**src/rtl/layer_irq_arbiter_if.sv**
```systemverilog
// ---------------------------------------------------------------------------
// layer_irq_arbiter_if
// Readout request channel between the layer interrupt arbiter (master) and
// the SPI readout sequencer (slave).
//
//   req_valid : master -> slave, a readout request is offered
//   req_layer : master -> slave, layer index of the request
//   req_ready : slave  -> master, sequencer accepts the request
//   done      : slave  -> master, one-cycle pulse, granted layer read out
//
// Handshake: a request transfers on the rising edge where req_valid and
// req_ready are both high. Once req_valid rises it stays high, and
// req_layer stays constant, until that transfer. The slave may hold
// req_ready low for any number of cycles. After the transfer the slave
// reports completion with a single-cycle done pulse.
// ---------------------------------------------------------------------------
interface layer_irq_arbiter_if #(
    parameter int LW = 5
);
    logic          req_valid;
    logic [LW-1:0] req_layer;
    logic          req_ready;
    logic          done;

    modport master (
        output req_valid,
        output req_layer,
        input  req_ready,
        input  done
    );

    modport slave (
        input  req_valid,
        input  req_layer,
        output req_ready,
        output done
    );
endinterface

```
**src/rtl/layer_irq_arbiter.sv**
```systemverilog
// ---------------------------------------------------------------------------
// layer_irq_arbiter
// Collects the active-low layer interrupt lines, synchronises them to
// sysclk and turns them into one readout request at a time, round-robin.
// A service timeout recovers from layers that never report done.
//
// Ports:
//   sysclk            core clock, rising edge
//   warm_resn         asynchronous active-low reset
//   layer_interruptn  asynchronous interrupt lines, active low
//   layer_enable      per-layer arbitration enable (quasi-static)
//   timeout_cycles    service timeout in cycles, 0 disables it
//   readout           request channel (req_valid/req_layer/req_ready/done)
//   busy              registered, high whenever the FSM is not IDLE
//   pending           synchronised and enabled interrupt vector
//   timeout_err       one-cycle pulse when a service times out
//   timeout_count     saturating number of timeouts since reset
//   fsm_state         current FSM state (IDLE=0 GRANT=1 SERVICE=2 RELEASE=3)
// ---------------------------------------------------------------------------
module layer_irq_arbiter #(
    parameter int NLAYERS     = 20,
    parameter int SYNC_STAGES = 2,
    parameter int LW          = $clog2(NLAYERS)
) (
    input  logic                  sysclk,
    input  logic                  warm_resn,
    input  logic [NLAYERS-1:0]    layer_interruptn,
    input  logic [NLAYERS-1:0]    layer_enable,
    input  logic [15:0]           timeout_cycles,
    layer_irq_arbiter_if.master   readout,
    output logic                  busy,
    output logic [NLAYERS-1:0]    pending,
    output logic                  timeout_err,
    output logic [7:0]            timeout_count,
    output logic [1:0]            fsm_state
);

    typedef enum logic [1:0] {
        IDLE    = 2'd0,
        GRANT   = 2'd1,
        SERVICE = 2'd2,
        RELEASE = 2'd3
    } state_t;

    state_t            state;
    state_t            next_state;
    logic [NLAYERS-1:0] sync_q [SYNC_STAGES];
    logic [LW-1:0]     last;
    logic [LW-1:0]     winner;
    logic [15:0]       svc_cnt;
    logic [16:0]       svc_cnt_inc;
    logic              timeout_hit;

    assign fsm_state = state;

    // Synchroniser chain; reset to 1 so every line reads as "not interrupting".
    always_ff @(posedge sysclk or negedge warm_resn) begin
        if (!warm_resn) begin
            for (int s = 0; s < SYNC_STAGES; s++) begin
                sync_q[s] <= '1;
            end
        end else begin
            sync_q[0] <= layer_interruptn;
            for (int s = 1; s < SYNC_STAGES; s++) begin
                sync_q[s] <= sync_q[s-1];
            end
        end
    end

    assign pending = ~sync_q[SYNC_STAGES-1] & layer_enable;

    // Round-robin search from last+1 upward with wrap. The candidate is held
    // one bit wider than LW so last+k never overflows before the wrap.
    always_comb begin
        logic          hit;
        logic [LW:0]   cand;
        winner = '0;
        hit    = 1'b0;
        cand   = '0;
        for (int k = 1; k <= NLAYERS; k++) begin
            cand = {1'b0, last} + (LW+1)'(k);
            if (cand >= (LW+1)'(NLAYERS)) begin
                cand = cand - (LW+1)'(NLAYERS);
            end
            if (!hit && pending[cand[LW-1:0]]) begin
                hit    = 1'b1;
                winner = cand[LW-1:0];
            end
        end
    end

    assign svc_cnt_inc = {1'b0, svc_cnt} + 17'd1;

    always_comb begin
        next_state  = state;
        timeout_hit = 1'b0;
        case (state)
            IDLE: begin
                if (|pending) next_state = GRANT;
            end
            GRANT: begin
                // done is deliberately ignored here; only the handshake moves on.
                if (readout.req_valid && readout.req_ready) next_state = SERVICE;
            end
            SERVICE: begin
                // done takes priority over a coincident timeout.
                if (readout.done) begin
                    next_state = RELEASE;
                end else if (timeout_cycles != 16'd0 &&
                             svc_cnt_inc == {1'b0, timeout_cycles}) begin
                    next_state  = RELEASE;
                    timeout_hit = 1'b1;
                end
            end
            RELEASE: begin
                // One idle cycle so the served line can deassert.
                next_state = IDLE;
            end
            default: next_state = IDLE;
        endcase
    end

    always_ff @(posedge sysclk or negedge warm_resn) begin
        if (!warm_resn) begin
            state             <= IDLE;
            last              <= LW'(NLAYERS-1);
            readout.req_valid <= 1'b0;
            readout.req_layer <= '0;
            busy              <= 1'b0;
            svc_cnt           <= '0;
            timeout_err       <= 1'b0;
            timeout_count     <= '0;
        end else begin
            state             <= next_state;
            readout.req_valid <= (next_state == GRANT);
            busy              <= (next_state != IDLE);
            timeout_err       <= timeout_hit;

            if (state == IDLE && next_state == GRANT) begin
                readout.req_layer <= winner;
                last              <= winner;
            end

            if (state == GRANT) begin
                svc_cnt <= '0;
            end else if (state == SERVICE) begin
                svc_cnt <= svc_cnt + 16'd1;
            end

            if (timeout_hit && timeout_count != 8'hFF) begin
                timeout_count <= timeout_count + 8'd1;
            end
        end
    end

endmodule

```
**src/flat_wrapper.sv**
```systemverilog
// flat-port wrapper written by rule: the top's interface ports become plain ports
module layer_irq_arbiter_flat 
#(
    parameter int NLAYERS     = 20,
    parameter int SYNC_STAGES = 2,
    parameter int LW          = $clog2(NLAYERS)
)
  (sysclk, warm_resn, layer_interruptn, layer_enable, timeout_cycles, busy, pending, timeout_err, timeout_count, fsm_state, readout_req_valid, readout_req_layer, readout_req_ready, readout_done);
  layer_irq_arbiter_if #(.LW(LW)) readout_i ();
  input  logic sysclk;
  input  logic warm_resn;
  input  logic [NLAYERS-1:0] layer_interruptn;
  input  logic [NLAYERS-1:0] layer_enable;
  input  logic [15:0] timeout_cycles;
  output logic busy;
  output logic [NLAYERS-1:0] pending;
  output logic timeout_err;
  output logic [7:0] timeout_count;
  output logic [1:0] fsm_state;
  output wire logic [$bits(readout_i.req_valid)-1:0] readout_req_valid;
  output wire logic [$bits(readout_i.req_layer)-1:0] readout_req_layer;
  input wire logic [$bits(readout_i.req_ready)-1:0] readout_req_ready;
  input wire logic [$bits(readout_i.done)-1:0] readout_done;
  assign readout_req_valid = readout_i.req_valid;
  assign readout_req_layer = readout_i.req_layer;
  assign readout_i.req_ready = readout_req_ready;
  assign readout_i.done = readout_done;
  layer_irq_arbiter #(.NLAYERS(NLAYERS), .SYNC_STAGES(SYNC_STAGES), .LW(LW)) u_core (.sysclk(sysclk), .warm_resn(warm_resn), .layer_interruptn(layer_interruptn), .layer_enable(layer_enable), .timeout_cycles(timeout_cycles), .readout(readout_i), .busy(busy), .pending(pending), .timeout_err(timeout_err), .timeout_count(timeout_count), .fsm_state(fsm_state));
endmodule
```
**config.mk**
```make
export PLATFORM = sky130hd
export DESIGN_NAME = layer_irq_arbiter_flat
export DESIGN_NICKNAME = d
export VERILOG_FILES = /design/src/rtl/layer_irq_arbiter_if.sv /design/src/rtl/layer_irq_arbiter.sv /design/src/flat_wrapper.sv
export SDC_FILE = /design/constraint.sdc
export NUM_CORES = 1
export LEC_CHECK = 0
export BUFFER_PORTS_ARGS = -buffer_cell sky130_fd_sc_hd__buf_2
export CORE_MARGIN = 8
export CORE_UTILIZATION = 55
export DETAILED_ROUTE_END_ITERATION = 8
export GPL_TIMING_DRIVEN = 0
export PLACE_DENSITY = 0.75
export RECOVER_POWER = 25
export SLEW_MARGIN = 20
export SYNTH_ARGS = -nofsm -noshare
export SYNTH_HDL_FRONTEND = slang
export SYNTH_SLANG_ARGS = --single-unit
```
**constraint.sdc**
```tcl
create_clock -name sysclk -period 6.2 [get_ports sysclk]
set_input_delay 0.31 -clock sysclk [delete_from_list [all_inputs] [get_ports sysclk]]
set_output_delay 0.31 -clock sysclk [all_outputs]
set_load 0.05 [all_outputs]
```
==> flow_metrics.env, run 1 <==
export IMPL_outcome="complete, but fails checks"
export IMPL_violations="capacitance limit, slew limit"
export IMPL_rows=48
export IMPL_grt_max_degree=44
export IMPL_portBuffers=97
export IMPL_gp_congestion=1.05
export IMPL_cts_tree="yes"
export IMPL_viasPerCell=6.75
export IMPL_htreeDepth=3
export IMPL_wl_mm=35.7
export IMPL_timing_final_ws_setup_ns=0.281
export IMPL_drc_errors=0
export IMPL_slew_viol_final=43
export IMPL_clkSinkCount=77
export IMPL_drt_initial_drc_count=1085
export IMPL_grt_setup_unrepaired="false"
export IMPL_hold_viol=0
export IMPL_worstMarginPinSlew_ns=2.37
export IMPL_cts_root_buf="clkbuf_16"
export IMPL_stdcell_count=1511
export IMPL_syn2layout_area_growth_pct=12.0
export IMPL_grt_util_all_layers=0.319
export IMPL_synthDistinctLibCells=114
export IMPL_finClkSkew_ns=0.0101
export IMPL_synth_seq_area_share=0.203
export IMPL_synthesis_nets=1272
export IMPL_setup_viol=0
export IMPL_grt_pass1_vias=9907
export IMPL_syn_area_um2=9780
export IMPL_ant_nets=0
export IMPL_crit_required_ns=6.47
export IMPL_die_h_um=149
export IMPL_startpoint_type="flop"
export IMPL_worst_path_dominant_cell_family="compound AO/OA/AOI/OAI gates"
export IMPL_path_cells="buf_2 > clkinvlp_4 > buf_12 > ha_1 > ha_1 > or2_2 > o21ai_0 > nor3_1 > o32ai_4 > and4_1 > buf_4 > and4_1 > nand4_2 > o21bai_1 > a211oi_2 > o31ai_1 > nand2_1"
export IMPL_synth_async_reset_ratio=1.00
export IMPL_grt_overflow=0
export IMPL_endpoint_kind="flop"
export IMPL_insertion_delay_ns=0.33
export IMPL_grt_pass1_wl_mm=55.5
export IMPL_cts_buffers_inserted=9
export IMPL_slowest_delay_ns=0.79
export IMPL_cp_num_buf_inv=4
export IMPL_wl_per_cell_um=23.6
export IMPL_crit_fanout=11
export IMPL_start_util=0.563
export IMPL_syn_area_per_cell_um2=8.39
export IMPL_synth_top_area_share=0.116
export IMPL_place_worst_setup_slack_ns=-0.0175
export IMPL_die_w_um=149
export IMPL_drtPass1Iterations=5
export IMPL_synth_warnings=0
export IMPL_synth_edf_count=0
export IMPL_nFillCells=1534
export IMPL_yosysTopAreaCell="dfstp_2"
export IMPL_whs_ns=0.0719
export IMPL_path_class="flop to flop"
export IMPL_cap_viol_max_count=1
export IMPL_hold_class="input pin to flop"
export IMPL_fin_crit_ns=5.92
export IMPL_cp_slowest_cell="o21ai_0"
export IMPL_period_share=0.955
export IMPL_post_dp_hpwl_mm=28.1
export IMPL_clkTransAtPathRegs_ns=0.06
export IMPL_syn_inst=1166
export IMPL_nets=1387
export IMPL_dp_cells=1489
export IMPL_synth_flop_cell="dfstp_2"
export IMPL_slew_limit_headroom=-0.583
export IMPL_max_freq_mhz=169
export IMPL_coreArea_um2=17400
export IMPL_diodes=0
export IMPL_cp_arrival_ns=6.19
export IMPL_ys_ff_latch=77
export IMPL_io_pins=98
export IMPL_num_vias=10200
export IMPL_antenna_found_initial=0
export IMPL_synthTopCellsByArea="dfstp_2, dfrtp_1, mux4_2"
export IMPL_clk_path_buf_depth=2
export IMPL_drive_above_1_share=0.239
export IMPL_die_area_um2=22300
metrics by stage:
step / TNS [ns] / utilization / instance area, um^2
final: 0 / 0.631 / 10900
after global routing: 0 / 0.631 / 10900
after CTS: 0 / 0.626 / 10900
after detailed placement: -0.0321 / 0.609 / 10600
after global placement: -0.0369 / 0.608 / 10500
after floorplan: 0 / - / 9780
layout make-up:
| type | count | area [um^2] | share of cell area |
|---|---|---|---|
| inverters | 60 | 229 | 0.0209 |
| flip-flops and latches | 77 | 1980 | 0.181 |
| repair buffers | 104 | 562 | 0.0513 |
| clock buffers | 11 | 254 | 0.0232 |
| multi-input cells | 974 | 7300 | 0.667 |
| clock inverters | 5 | 32.5 | 0.00297 |
| plain buffers | 55 | 310 | 0.0283 |
| well taps | 225 | 282 | 0.0257 |
cells in the final DEF, fill, tap and decap left out, types with 16 or more instances in the layout:
cell and instances:
mux4_2 26, buf_2 120, dfstp_2 43, a211oi_1 18, nor2_1 79, inv_1 52, a21o_1 16, nand2b_1 36
mux2i_1 36, xnor2_1 46, o21ai_0 53, clkbuf_1 19, a21oi_1 56, nand3_1 36, nand4_1 16, ha_1 45
nand2_1 98, nor3_1 45, dfrtp_1 33, nor4_1 18
flip-flops by register name (all words and copies together), names as in the netlist:
name / count
u_core.sync_q: 40
u_core.svc_cnt: 16
u_core.timeout_count: 8
u_core.last: 5
u_core.readout.req_layer: 3
u_core.fsm_state: 2
u_core.busy: 1
u_core.readout.req_valid: 1
u_core.timeout_err: 1
per-layer routing:
metal	vias to the layer above	GRT usage	share of wire
met1	4828	0.403	0.40
met4	0	0.189	0.058
met5	-	0	0
li1	4635	-	-
met2	599	0.483	0.44
met3	135	0.0840	0.10
cells in the mapped netlist (6+ instances only):
cell / n
a211o_1: 8
a211oi_1: 18
a21boi_0: 9
a21o_1: 16
a21oi_1: 56
a22o_1: 7
a22oi_1: 9
a31oi_1: 15
and2_1: 12
and3_1: 11
and3b_1: 6
buf_2: 23
buf_4: 8
buf_6: 6
clkbuf_1: 17
dfrtp_1: 34
dfstp_2: 43
ha_1: 45
inv_1: 53
mux2_2: 13
mux2i_1: 36
mux4_2: 26
nand2_1: 98
nand2b_1: 36
nand3_1: 36
nand3b_1: 9
nand4_1: 16
nor2_1: 80
nor2b_1: 11
nor3_1: 45
nor3b_1: 7
nor4_1: 19
o211ai_1: 12
o21a_1: 13
o21ai_0: 53
o21ai_1: 7
o22ai_1: 15
o31ai_1: 15
or2_2: 6
or3_1: 8
xnor2_1: 47
xor2_1: 15
final timing paths:
check	startpoint	endpoint	slack [ns]	cells past startpoint
max	u_core.last[2]	u_core.last[4]	0.28	17
min reg2reg	u_core.sync_q[24]	u_core.sync_q[4]	0.35	0
min in group asynchronous	warm_resn	u_core.svc_cnt[12]	1.23	2
max reg2reg	u_core.last[2]	u_core.last[4]	0.28	17
min	layer_interruptn[19]	u_core.sync_q[39]	0.07	1
max in group asynchronous	warm_resn	u_core.last[2]	3.43	2
repair_timing:
action,4_1_cts,5_1_grt
pin swaps,0,0
buffers inserted,0,4
gates resized for setup,1,8
hold endpoints to repair,24,0
hold buffers,1,0
endpoints found under the setup margin,3,8
logic make-up (layout without fill, tap and decap cells):
logic type | after synthesis | after routing | synth area share
buffers and inverters | 115 | 235 | 0.0548
and+or+nand+nor | 445 | 445 | 0.251
adders and majority gates | 46 | 46 | 0.0596
xor gates and xnor gates | 65 | 65 | 0.0605
AOI/OAI and AO/OA | 343 | 343 | 0.260
muxes | 75 | 75 | 0.112
DFF | 77 | 77 | 0.203
Power of run 1 is left out: the tool's default activity adds up to more than one toggle a clock period on the data nets, which glitch-free logic cannot reach.
==> inputs of run 2 (changes only) <==
- CAP_MARGIN: default -> 20
- CORE_MARGIN: 8 -> 2
- CORE_UTILIZATION: 55 -> 40
- PLACE_DENSITY: 0.75 -> 0.58
==> run 2 against run 1 <==
The run still ends with capacitance limit, slew limit left. Cell area grew 1.6%. Utilization down 17 points. Die area is 15% higher. Sequential share of layout area down 0.25 points. Hold slack worse by 0.017 ns. Routed wire length up 3.2%. Non-clock buffer count up 2. Critical endpoint unchanged. Sequential cell count did not move. Register-to-register slack worse by 0.04 ns. Setup slack got worse by 0.043 ns. Via count down 1.0%. Critical path depth unchanged.
==> flow_metrics.env, run 2 (synthesized netlist as in run 1, its figures left out) <==
export IMPL_die_h_um=160
export IMPL_hold_viol=0
export IMPL_use_met2=0.439
export IMPL_r2r_start="u_core.last[2]"
export IMPL_nets=1389
export IMPL_clkSinkCount=77
export IMPL_gr_usage_met1=0.394
export IMPL_grt_max_degree=40
export IMPL_drt_initial_drc_count=1046
export IMPL_slew_limit_headroom=-0.516
export IMPL_multi_input_area_um2=7300
export IMPL_start_util=0.404
export IMPL_cts_root_buf="clkbuf_16"
export IMPL_grt_pass1_wl_mm=57.0
export IMPL_diodes=0
export IMPL_path_class="flop to flop"
export IMPL_cap_viol_max_count=1
export IMPL_coreArea_um2=24200
export IMPL_drc_errors=0
export IMPL_grt_util_all_layers=0.285
export IMPL_use_met3=0.0496
export IMPL_min_to="u_core.sync_q[33]"
export IMPL_cts_tree="yes"
export IMPL_dp_cells=1588
export IMPL_cts_buffers_inserted=9
export IMPL_clk_path_buf_depth=2
export IMPL_portBuffers=97
export IMPL_fin_crit_ns=5.96
export IMPL_whs_path_depth=1
export IMPL_crit_required_ns=6.49
export IMPL_finClkSkew_ns=0.0131
export IMPL_die_area_um2=25700
export IMPL_rows=57
export IMPL_violations="capacitance limit, slew limit"
export IMPL_max_freq_mhz=168
export IMPL_setup_viol=0
export IMPL_htreeDepth=3
export IMPL_insertion_delay_ns=0.35
export IMPL_period_share=0.962
export IMPL_drtPass1Iterations=7
export IMPL_r2r_slack_ns=0.24
export IMPL_wl_mm=36.8
export IMPL_drive_above_1_share=0.241
export IMPL_hp_start="layer_interruptn[13]"
export IMPL_slew_viol_final=39
export IMPL_largest_reg_flops=40
export IMPL_clkTransAtPathRegs_ns=0.07
export IMPL_setup_tns_ns=0
export IMPL_post_dp_hpwl_mm=28.8
export IMPL_die_w_um=160
export IMPL_reg2reg_depth=17
export IMPL_stdcell_count=1612
export IMPL_regMostFlops="u_core.sync_q"
export IMPL_grt_setup_unrepaired="false"
export IMPL_gp_congestion=1.00
export IMPL_startpoint_type="flop"
export IMPL_io_pins=98
export IMPL_top_regs="u_core.sync_q x40, u_core.svc_cnt x16, u_core.timeout_count x8"
export IMPL_grt_overflow=0
export IMPL_syn2layout_area_growth_pct=13.7
export IMPL_outcome="complete, but fails checks"
export IMPL_final_core_utilization=0.460
export IMPL_wl_per_cell_um=22.8
export IMPL_final_cell_mix="buf_2, nand2_1, nor2_1"
export IMPL_endpoint_kind="flop"
export IMPL_whs_ns=0.0545
export IMPL_hold_class="input pin to flop"
export IMPL_grt_busiest_layer="met2"
export IMPL_antenna_found_initial=0
export IMPL_cp_arrival_ns=6.25
export IMPL_viasPerCell=6.26
export IMPL_r2r_end="u_core.last[4]"
export IMPL_final_common_cell="buf_2"
export IMPL_num_vias=10100
export IMPL_seq_area_um2=1990
export IMPL_worstMarginPinSlew_ns=2.27
export IMPL_ant_nets=0
export IMPL_crit_fanout=11
export IMPL_nFillCells=2416
export IMPL_grt_pass1_vias=9610
[run 2: layer usage]
metal	share of wire	up-vias
met5	0	-
met4	0.041	0
met3	0.078	82
met2	0.44	492
met1	0.44	4863
li1	-	4654
[run 2: how the worst max path moves through the flow]
stage	endpoint	slack, ns	from
6_report	u_core.last[4]	0.24	u_core.last[2]
5_1_grt	u_core.last[3]	0.09	u_core.last[2]
4_1_cts	u_core.readout.req_layer[4]	0.03	u_core.last[1]
3_5_place_dp	u_core.last[4]	-0.01	u_core.last[2]
3_3_place_gp	u_core.last[4]	-0.02	u_core.last[2]
2_1_floorplan	u_core.last[3]	1.49	u_core.last[1]
[run 2: layout make-up]
cell class | count | share of cell area
multi-input cells | 974 | 0.656
flip-flops and latches | 77 | 0.179
repair buffers | 106 | 0.0510
well taps | 324 | 0.0364
plain buffers | 55 | 0.0281
inverters | 60 | 0.0206
clock buffers | 9 | 0.0202
clock inverters | 7 | 0.00866
[run 2: repair_timing]
| item | CTS | global route |
|---|---|---|
| pin swaps | 0 | 0 |
| buffers inserted | 0 | 6 |
| setup endpoints to repair | 3 | 8 |
| resized for setup | 1 | 11 |
| hold buffers | 1 | 0 |
| endpoints found under the hold margin | 31 | 0 |
[run 2: per-stage QoR]
stage	setup WS, ns	area, um^2
6_report	0.238	11100
5_1_grt	0.0869	11100
4_1_cts	0.0345	11000
3_5_place_dp	-0.0147	10700
3_3_place_gp	-0.0191	10700
2_1_floorplan	1.49	9780
[run 2: critical path: stages, from the launching register on]
cell        delay [ns]
dfrtp_2           0.54
buf_2             0.43
clkinvlp_4        0.26
buf_4             0.20
ha_1              0.29
ha_1              0.47
or2_2             0.35
o21ai_0           0.74
nor3_1            0.18
o32ai_4           0.54
and4_1            0.36
buf_4             0.17
and4_1            0.23
nand4_2           0.30
o21bai_1          0.35
a211oi_2          0.25
o31ai_2           0.14
nand2_1           0.09
Power of run 2 is left out for the same reason.
==> inputs of run 3 (changes only) <==
- CORE_ASPECT_RATIO: default -> 0.75
- PLACE_DENSITY: 0.58 -> 0.62
==> run 3 against run 2 <==
The flow still finishes with violations (capacitance limit, slew limit). Sequential share of layout area is 0.079 points higher. Die area hardly changed. Register-to-register slack better by 0.07 ns. Cell area is 0.63% lower. Non-clock buffer count is 3 lower. Critical path depth stayed put.
==> flow_metrics.env, run 3 (synthesized netlist as in run 1, its figures left out) <==
export IMPL_outcome="complete, but fails checks"
export IMPL_violations="capacitance limit, slew limit"
export IMPL_die_area_um2=25700
export IMPL_drc_errors=0
export IMPL_worstMarginPinSlew_ns=1.92
export IMPL_path_cells="inv_1 > buf_2 > ha_1 > xnor2_1 > inv_1 > ha_1 > a21boi_1 > o211ai_1 > and3_1 > o211a_1 > nor4_4 > nand4_1 > buf_2 > nor4b_2 > a211oi_1 > a221oi_2 > nand2_1"
export IMPL_startpoint_type="flop"
export IMPL_hold_viol=0
export IMPL_setup_viol=0
export IMPL_grt_max_degree=50
export IMPL_cts_root_buf="clkbuf_16"
export IMPL_cp_slowest_cell="dfstp_2"
export IMPL_io_pins=98
export IMPL_regMostFlops="u_core.sync_q"
export IMPL_portBuffers=97
export IMPL_cts_tree="yes"
export IMPL_antenna_found_initial=0
export IMPL_r2r_end="u_core.last[3]"
export IMPL_whs_path_depth=1
export IMPL_cap_viol_max_count=1
export IMPL_rows=49
export IMPL_max_freq_mhz=170
export IMPL_hp_start="layer_interruptn[17]"
export IMPL_start_util=0.408
export IMPL_whs_ns=0.0617
export IMPL_finClkSkew_ns=0.0103
export IMPL_place_worst_setup_slack_ns=0.0296
export IMPL_grt_pass1_vias=9256
export IMPL_die_w_um=185
export IMPL_post_dp_hpwl_mm=29.2
export IMPL_r2r_start="u_core.last[1]"
export IMPL_htreeDepth=3
export IMPL_insertion_delay_ns=0.34
export IMPL_viasPerCell=6.30
export IMPL_grt_overflow=0
export IMPL_grt_setup_unrepaired="false"
export IMPL_timing_final_ws_setup_ns=0.312
export IMPL_slowest_delay_ns=0.79
export IMPL_slew_limit_headroom=-0.278
export IMPL_final_cell_mix="buf_2, nand2_1, nor2_1"
export IMPL_reg2reg_depth=17
export IMPL_crit_required_ns=6.43
export IMPL_grt_util_all_layers=0.284
export IMPL_wl_per_cell_um=22.7
export IMPL_placed_area_um2=10700
export IMPL_clk_path_buf_depth=2
export IMPL_period_share=0.950
export IMPL_path_class="flop to flop"
export IMPL_coreArea_um2=24000
export IMPL_gp_congestion=1.02
export IMPL_diodes=0
export IMPL_cp_arrival_ns=6.11
export IMPL_largest_reg_flops=40
export IMPL_r2r_slack_ns=0.31
export IMPL_drtPass1Iterations=6
export IMPL_wl_mm=36.7
export IMPL_setup_tns_ns=0
export IMPL_min_to="u_core.sync_q[37]"
export IMPL_die_h_um=139
export IMPL_nets=1386
export IMPL_grt_pass1_wl_mm=55.8
export IMPL_num_vias=10200
export IMPL_endpoint_kind="flop"
export IMPL_hold_class="input pin to flop"
export IMPL_top_regs="u_core.sync_q x40, u_core.svc_cnt x16, u_core.timeout_count x8"
export IMPL_cts_buffers_inserted=9
export IMPL_crit_fanout=15
export IMPL_clkTransAtPathRegs_ns=0.07
export IMPL_fin_area_um2=11100
export IMPL_slew_viol_final=29
export IMPL_final_common_cell="buf_2"
export IMPL_drt_initial_drc_count=1279
export IMPL_ant_nets=0
export IMPL_drive_above_1_share=0.238
export IMPL_fin_crit_ns=5.89
export IMPL_clkSinkCount=77
export IMPL_syn2layout_area_growth_pct=13.0
run 3: per-layer routing:
| metal | vias to the layer above | track usage | wire, um |
|---|---|---|---|
| li1 | 4646 | - | - |
| met1 | 4851 | 0.426 | 16200 |
| met2 | 606 | 0.396 | 14700 |
| met3 | 77 | 0.0783 | 4750 |
| met4 | 0 | 0.0720 | 984 |
| met5 | - | 0 | 0 |
run 3: through the flow:
step	cells	utilization
2_1_floorplan	1166	-
3_3_place_gp	1594	0.445
3_5_place_dp	1596	0.447
4_1_cts	1613	0.459
5_1_grt	1616	0.461
6_report	1616	0.461
run 3: cell type report:
type	count	area [um^2]
fillers	2402	12900
multi-input cells	974	7280
flip-flops and latches	77	1980
repair buffers	103	549
well taps	331	414
plain buffers	55	310
clock buffers	10	229
inverters	60	229
clock inverters	6	53.8
run 3: repair_timing:
action	in CTS	in global routing
resized for setup	1	7
hold endpoints to repair	24	0
endpoints found under the setup margin	1	8
buffers inserted	0	3
pin swaps	0	0
hold buffers	1	0
cloned	0	0
run 3: worst max-delay path, delay by kind of cell, from the launching register on:
kind            cells  cell delay [ns]
simple gates        5             1.57
compound gates      5             1.46
buf+inv             4             1.05
flops               1             0.79
fa+ha+maj           2             0.69
xor+xnor            1             0.20
run 3: how the worst max path moves through the flow:
stage | start | endpoint | slack, ns | depth (start not counted)
3_5_place_dp | u_core.last[1] | u_core.last[3] | 0.03 | 18
6_report | u_core.last[1] | u_core.last[3] | 0.31 | 17
2_1_floorplan | u_core.last[1] | u_core.last[3] | 1.49 | 18
3_3_place_gp | u_core.last[1] | u_core.last[3] | 0.03 | 18
5_1_grt | u_core.last[1] | u_core.last[3] | 0.04 | 20
4_1_cts | u_core.last[2] | u_core.last[3] | 0.07 | 20
Power of run 3 is left out for the same reason.
